[src/rtl/stream_pattern_pkg.sv]
// Shared types and default widths for the stream pattern source.
package stream_pattern_pkg;

   localparam int unsigned DATA_W = 32;
   localparam int unsigned CNT_W  = 16;
   localparam int unsigned GAP_W  = 4;

   typedef enum logic [1:0] {
      IDLE,
      SEND,
      GAP,
      DONE
   } state_e;

   // One burst request at default widths.
   typedef struct packed {
      logic [CNT_W-1:0]  num_beats;
      logic [DATA_W-1:0] base;
      logic [DATA_W-1:0] stride;
      logic [GAP_W-1:0]  gap;
   } cfg_t;

endpackage

[src/rtl/stream_pattern_source.sv]
// Valid/ready stream source emitting base, base+stride, ... for a programmed
// number of beats, with a fixed idle gap after every accepted beat.
module stream_pattern_source
   import stream_pattern_pkg::*;
#(
   parameter int unsigned DataWidth = DATA_W,
   parameter int unsigned CntWidth  = CNT_W,
   parameter int unsigned GapWidth  = GAP_W
) (
   input  logic                 clk_i,
   input  logic                 rst_i,
   input  logic                 start_i,
   input  logic [CntWidth-1:0]  num_beats_i,
   input  logic [DataWidth-1:0] base_i,
   input  logic [DataWidth-1:0] stride_i,
   input  logic [GapWidth-1:0]  gap_i,
   output logic                 valid_o,
   input  logic                 ready_i,
   output logic [DataWidth-1:0] data_o,
   output logic                 last_o,
   output logic                 busy_o,
   output logic                 done_o,
   output logic [CntWidth-1:0]  beats_sent_o
);

   state_e               state_q, state_d;
   logic                 valid_q, valid_d;
   logic [DataWidth-1:0] data_q, data_d;
   logic                 last_q, last_d;
   logic                 busy_q, busy_d;
   logic                 done_q, done_d;
   logic [CntWidth-1:0]  beats_q, beats_d;
   logic [CntWidth-1:0]  num_q, num_d;
   logic [DataWidth-1:0] stride_q, stride_d;
   logic [GapWidth-1:0]  gap_q, gap_d;
   logic [GapWidth-1:0]  gap_cnt_q, gap_cnt_d;

   logic [CntWidth-1:0]  beats_inc;
   logic [CntWidth-1:0]  num_minus1;

   // beats_q never exceeds num_q-1 while sending, so the increment cannot wrap.
   assign beats_inc  = beats_q + CntWidth'(1);
   assign num_minus1 = num_q - CntWidth'(1);

   // Next-state, counters and registered output values.
   always_comb begin
      state_d   = state_q;
      valid_d   = valid_q;
      data_d    = data_q;
      last_d    = last_q;
      done_d    = 1'b0;
      beats_d   = beats_q;
      num_d     = num_q;
      stride_d  = stride_q;
      gap_d     = gap_q;
      gap_cnt_d = gap_cnt_q;

      unique case (state_q)
         IDLE: begin
            if (start_i) begin
               num_d    = num_beats_i;
               stride_d = stride_i;
               gap_d    = gap_i;
               data_d   = base_i;
               beats_d  = '0;
               if (num_beats_i == '0) begin
                  state_d = DONE;
                  valid_d = 1'b0;
                  last_d  = 1'b0;
               end else begin
                  state_d = SEND;
                  valid_d = 1'b1;
                  last_d  = (num_beats_i == CntWidth'(1));
               end
            end
         end
         SEND: begin
            if (valid_q && ready_i) begin
               beats_d = beats_inc;
               data_d  = data_q + stride_q;
               if (beats_inc == num_q) begin
                  state_d = DONE;
                  valid_d = 1'b0;
                  last_d  = 1'b0;
               end else if (gap_q == '0) begin
                  valid_d = 1'b1;
                  last_d  = (beats_inc == num_minus1);
               end else begin
                  state_d   = GAP;
                  valid_d   = 1'b0;
                  last_d    = 1'b0;
                  gap_cnt_d = gap_q;
               end
            end
         end
         GAP: begin
            if (gap_cnt_q <= GapWidth'(1)) begin
               state_d = SEND;
               valid_d = 1'b1;
               last_d  = (beats_q == num_minus1);
            end else begin
               gap_cnt_d = gap_cnt_q - GapWidth'(1);
            end
         end
         DONE: begin
            state_d = IDLE;
            valid_d = 1'b0;
            last_d  = 1'b0;
            done_d  = 1'b1;
         end
         default: begin
            state_d = IDLE;
            valid_d = 1'b0;
            last_d  = 1'b0;
         end
      endcase

      busy_d = (state_d != IDLE);
   end

   // State and output registers with synchronous reset.
   always_ff @(posedge clk_i) begin
      if (rst_i) begin
         state_q   <= IDLE;
         valid_q   <= 1'b0;
         data_q    <= '0;
         last_q    <= 1'b0;
         busy_q    <= 1'b0;
         done_q    <= 1'b0;
         beats_q   <= '0;
         num_q     <= '0;
         stride_q  <= '0;
         gap_q     <= '0;
         gap_cnt_q <= '0;
      end else begin
         state_q   <= state_d;
         valid_q   <= valid_d;
         data_q    <= data_d;
         last_q    <= last_d;
         busy_q    <= busy_d;
         done_q    <= done_d;
         beats_q   <= beats_d;
         num_q     <= num_d;
         stride_q  <= stride_d;
         gap_q     <= gap_d;
         gap_cnt_q <= gap_cnt_d;
      end
   end

   assign valid_o      = valid_q;
   assign data_o       = data_q;
   assign last_o       = last_q;
   assign busy_o       = busy_q;
   assign done_o       = done_q;
   assign beats_sent_o = beats_q;

endmodule
[config.mk]
export PLATFORM = sky130hd
export DESIGN_NAME = stream_pattern_source
export DESIGN_NICKNAME = d
export VERILOG_FILES = /design/src/rtl/stream_pattern_pkg.sv /design/src/rtl/stream_pattern_source.sv
export SDC_FILE = /design/constraint.sdc
export NUM_CORES = 1
export LEC_CHECK = 0
export BUFFER_PORTS_ARGS = -buffer_cell sky130_fd_sc_hd__clkbuf_2
export CAP_MARGIN = 0
export CORE_MARGIN = 2
export CORE_UTILIZATION = 40
export CTS_CLUSTER_DIAMETER = 120
export DETAILED_ROUTE_END_ITERATION = 12
export PLACE_DENSITY = 0.66
export SLEW_MARGIN = 15
export SYNTH_ARGS = -nofsm -noshare
export SYNTH_HDL_FRONTEND = slang
export SYNTH_SLANG_ARGS = --single-unit
[constraint.sdc]
create_clock -name clk_i -period 3.7 [get_ports clk_i]
set_input_delay 0.37 -clock clk_i [delete_from_list [all_inputs] [get_ports clk_i]]
set_output_delay 0.37 -clock clk_i [all_outputs]
set_load 0.01 [all_outputs]
Yosys cells after proc, flatten, opt, wreduce, memory -nomap -nowiden
Index checks and enable logic that the tools add are counted. Widths: inputs -> output; s select.

Flip-flop bits (word level): 110. Input bits: 88. Output and inout bits: 52. Word-level logic and storage cells: 73.

Add/subtract/negate cells: 4. $lt $le $gt $ge: 1. Eq/ne operators: 13. Multiplexer cells: 33. Reduce and logical (&&, ||, !) cells: 11.

Operators with widths (number): $mux 32 (2); $pmux 32 s2 (1); $eq 16x16->1 (3); $add 32x32->32 (1); $mux 16 (2); $pmux 16 s2 (1); $add 16x1->16 const B (1); $eq 16x1->1 const B (1); $logic_not 16->1 (1); $mux 4 (4); $sub 16x1->16 const B (1); $mux 1 (13); $mux 2 (6); $ne 2x2->1 const B (6); $pmux 1 s4 (2); $pmux 2 s4 (1); $pmux 4 s2 (1); $reduce_and 3->1 (2); $reduce_bool 2->1 (3); $reduce_and 5->1 (1); $eq 2x2->1 const B (2); $le 4x1->1 const B (1); $logic_not 4->1 (1); $sub 4x1->4 const B (1); other kinds (4) (4).

Longest topological paths before layout
Depth in word-level cells: 6. Mapped depth: 12. Depth with buffers taken out: 12.

Worst setup path after synthesis
No wires, ideal clock.

Path kind: register to register. From: reg data_q[0] (netlist: data_o[0]). To: reg data_q[30] (netlist: data_o[30]). Library setup time: 0.115 ns. Arrival: 2.597 ns. Data required time: 3.585 ns. Slack: 0.989 ns. Stages on the path, launching flop included: 13. Path buffers: 0. Period minus slack after synthesis: 2.711 ns. Path through: dfxtp_1 -> ha_1 -> inv_1 -> fa_1 -> nor2b_1 -> o31ai_1 -> a211oi_1 -> nor3_2 -> o211a_1 -> nor3_1 -> a211oi_1 -> mux2i_1 -> a2111oi_0.

Longest elaborated chain between the ends: 3.

Ends and longest elaborated chain: start: declaration (line stream_pattern_source.sv:28) `logic [DataWidth-1:0] data_q, data_d;`; start signal: assignment (line stream_pattern_source.sv:138) `data_q <= data_d;`; $add 32x32->32 (line stream_pattern_source.sv:80) `data_d = data_q + stride_q;`; $mux 32 (line stream_pattern_source.sv:78) `if (valid_q && ready_i) begin`; $pmux 32 s2 (line stream_pattern_source.sv:58) `unique case (state_q)`.

No other way between the ends. The select of a mux whose other input is x is not followed. A chain may end at the register's enable or synchronous reset.

Final worst setup path
Ends and elaborated chain as after synthesis.

==> results.rst <==
.. list-table::
   :header-rows: 1

   * - Metric
     - Value
   * - Outcome
     - complete, no violations
   * - DRC errors left
     - 0
   * - Unrepaired setup endpoints after global routing
     - false
   * - Post-Synthesis Cell Area
     - 0.007134 mm2
   * - CP Launch Point
     - data_o[0]
   * - Final Net Count
     - 1173
   * - Number of buffers inserted during clock tree synthesis
     - 9
   * - Area Growth Syn to Fin
     - 15.24%
   * - Unique masters post-synth
     - 68
   * - Gate count of the mapped netlist
     - 955
   * - Initial antenna violation count
     - 0
   * - Primary flip-flop cell chosen by synthesis mapping
     - dfxtp_1
   * - Insertion delay to the later sink of the worst-skew pair
     - 0.37 ns
   * - Finished Layout Cells
     - 1279
   * - Final hold vios
     - 0
   * - Worst hold-check path type
     - input port to flop
   * - Util after Layout
     - 47.37%
   * - Pin count of the biggest net entering global routing
     - 85
   * - Total Routing Usage GR
     - 22.41%
   * - Total nets after synthesis
     - 1079
   * - Worst IR drop on VDD
     - 0.0002260 V
   * - Clk root buf
     - clkbuf_16
   * - Clock transition time at the flip-flop clock pins of the worst setup and hold paths
     - 0.08 ns
   * - Number of instances resized during post-cts repair
     - 0
   * - Post-route antenna net violation count
     - 0
   * - Largest area contributor in the netlist
     - dfxtp_1
   * - Share of the clock period used by the worst path
     - 86.79%
   * - Worst-Margin Slew
     - 0.8860 ns
   * - Register bit count reported by yosys
     - 110
   * - Die height
     - 137.6 um
   * - Initial drt markers
     - 533
   * - Number of I/O port buffers
     - 139
   * - Vias in the first global route
     - 6351
   * - Share of Yosys cell area claimed by the top area cell type
     - 30.87%
   * - Maximum number of buffers from clock root to sink
     - 2
   * - Count of standard-cell rows
     - 48
   * - Post-route minimum period
     - 3.211 ns
   * - Half-perimeter wire length of the detailed placement result
     - 15.00 mm
   * - Crit start category
     - flop
   * - Sequential cell area fraction in the yosys report
     - 30.87%
   * - Number of sinks on the clock net
     - 110
   * - Starting utilization of the core area
     - 41.10%
   * - Drt total wl
     - 20.74 mm
   * - Total I/O pin count
     - 140
   * - Grt total ovfl
     - 0
   * - Final slew viol count
     - 0
   * - Die area
     - 0.01892 mm2
   * - Routed WL per cell
     - 16.21 um
   * - P_leak
     - 0.003513 uW
   * - Setup Viol. Count Final
     - 0
   * - Number of setup buffers added after CTS
     - 0
   * - Max Fanout on Critical Path
     - 6
   * - Number of enable-type register cells in the synthesized netlist
     - 0
   * - Remaining max-slew budget at the tightest pin
     - 40.93%
   * - Maxcap violations
     - 0
   * - Critical R2R Capture
     - data_o[30]
   * - Top area cells in the synthesized netlist
     - dfxtp_1 (31%), nand2_1 (9.2%), a21oi_1 (6.9%), xnor2_1 (6.4%), ha_1 (6.1%)
   * - Clock Skews
     - 0.01447 ns
   * - TritonCTS clock tree
     - yes
   * - CP arrival
     - 3.45 ns
   * - Tightest hold margin
     - 0.2120 ns
   * - Mean Syn Cell Area
     - 7.471 um2
   * - Start-to-end type of the worst setup path
     - flop to flop
   * - Vias after detailed routing
     - 7004
   * - Antenna cells
     - 0
   * - Final setup TNS
     - 0 ns
   * - Average via count per standard cell
     - 5.476
   * - Power density cells
     - 379.9 mW/mm2
   * - Worst setup path end
     - data_o[30]
   * - Synth Warn #
     - 0
   * - Share of layout cells above drive strength 1
     - 17.65%
   * - Total iterations of the first detailed-routing run
     - 5
   * - H-tree depth
     - 3
   * - Placer's final routability congestion estimate
     - 0.8847
   * - Hold Buf Count CTS
     - 0
   * - Fmax
     - 311.4 MHz
   * - Width of the die
     - 137.6 um
   * - Data required, critical path
     - 3.93 ns
   * - Startpoint of the worst-slack reg-to-reg timing path
     - data_o[0]
   * - Wire length of the first global-routing pass
     - 33.18 mm
   * - Async set or reset register ratio after synthesis
     - 0%
   * - Reg2Reg Depth
     - 12
   * - Kind of end point of the critical path
     - flop
   * - Core Area
     - 0.01736 mm2
   * - Placed Instances
     - 1263
   * - Slack of the worst reg-to-reg path
     - 0.49 ns
==> Yosys cell counts (7+ instances only) <==
master / n
nor4_1: 12
ha_1: 35
a211oi_1: 16
a31oi_1: 8
nand3_1: 15
and3_1: 8
a21oi_1: 98
clkbuf_1: 53
nor2b_1: 10
nor2_1: 99
nand2_1: 175
and2_1: 7
xor2_1: 28
a22oi_1: 7
xnor2_1: 52
o21ai_0: 31
a311oi_1: 15
nor3_1: 27
inv_1: 15
a21o_1: 14
nand4_1: 9
dfxtp_1: 110
==> stage by stage <==
stage / total power [uW] / setup WS, ns / area (um2)
floorplan: 1931 / 0.9886 / 7134
CTS: 3148 / 0.5474 / 8222
global placement: 2180 / 0.7650 / 7938
global route: 3303 / 0.2674 / 8222
finish: 3123 / 0.4887 / 8222
detailed placement: 2187 / 0.6255 / 7938
==> worst max-delay path, stage by stage, from the launching register on <==
cell and delay (ns):
dfxtp_1 0.38, ha_1 0.20, inv_1 0.06, fa_1 0.37
nor2b_1 0.21, o31ai_1 0.13, a211oi_1 0.43, nor3_2 0.17
o211a_1 0.28, nor3_1 0.20, a211oi_1 0.09, mux2i_1 0.14
a2111oi_0 0.43
==> kinds of logic after synthesis <==
family          Yosys count  synth area share (%)
mux                       5                0.7366
xor+xnor                 80                 9.821
buf+inv                  81                 4.472
compound gates          246                 22.17
flops                   110                 30.87
fa+ha+maj                36                 6.419
simple gates            397                 25.52
==> worst min path at each step <==
| stage | from | slack (ns) | end | depth (start not counted) |
|---|---|---|---|---|
| after global placement | stride_q[13] | 0.45 | stride_q[13] | 2 |
| after CTS | stride_i[5] | 0.21 | stride_q[5] | 3 |
| final | stride_i[5] | 0.21 | stride_q[5] | 3 |
| after global routing | stride_i[7] | 0.22 | stride_q[7] | 3 |
| after floorplan | stride_q[0] | 0.44 | stride_q[0] | 2 |
| after detailed placement | stride_q[2] | 0.46 | stride_q[2] | 2 |
==> state kept, by name, indices dropped and copies added, names as in the netlist <==
register and count:
beats_sent_o 16, busy_o 1, data_o 32, done_o 1
gap_cnt_q 4, gap_q 4, last_o 1, num_q 16
state_q 2, stride_q 32, valid_o 1
==> layer usage <==
| layer | global-route usage, % | vias up | routed length, um |
|---|---|---|---|
| met5 | 0 | - | 0 |
| met4 | 6.873 | 0 | 384 |
| met3 | 3.532 | 21 | 1039 |
| met2 | 35.68 | 169 | 9325 |
| met1 | 31.12 | 3243 | 9986 |
| li1 | - | 3571 | - |
==> area by class of cell <==
class,count,area (um2)
Tap cell,225,281.5
Multi-Input combinational cell,764,4624
Inverter,15,56.30
Fill cell,1834,9135
Sequential cell,110,2202
Clock buffer,10,229.0
Clock inverter,6,55.05
Timing Repair Buffer,149,773.2
==> report_power, final <==
part	total, uW	switching, uW	leakage, uW	internal, uW
registers	1340	80.5	0.000902	1260
clock network	960	491	0.000133	470
logic	820	486	0.00248	334
total	3120	1060	0.00351	2070
==> cell usage in the layout (no fill, tap or decap), types with 16 or more instances in the layout <==
cell type,instances
ha_1,35
xnor2_1,52
a21oi_1,98
nor2_1,98
a211oi_1,16
nand2_1,173
o21ai_0,31
nor3_1,27
clkbuf_2,138
xor2_1,28
dfxtp_1,110
(Power assumes the default switching activity.)
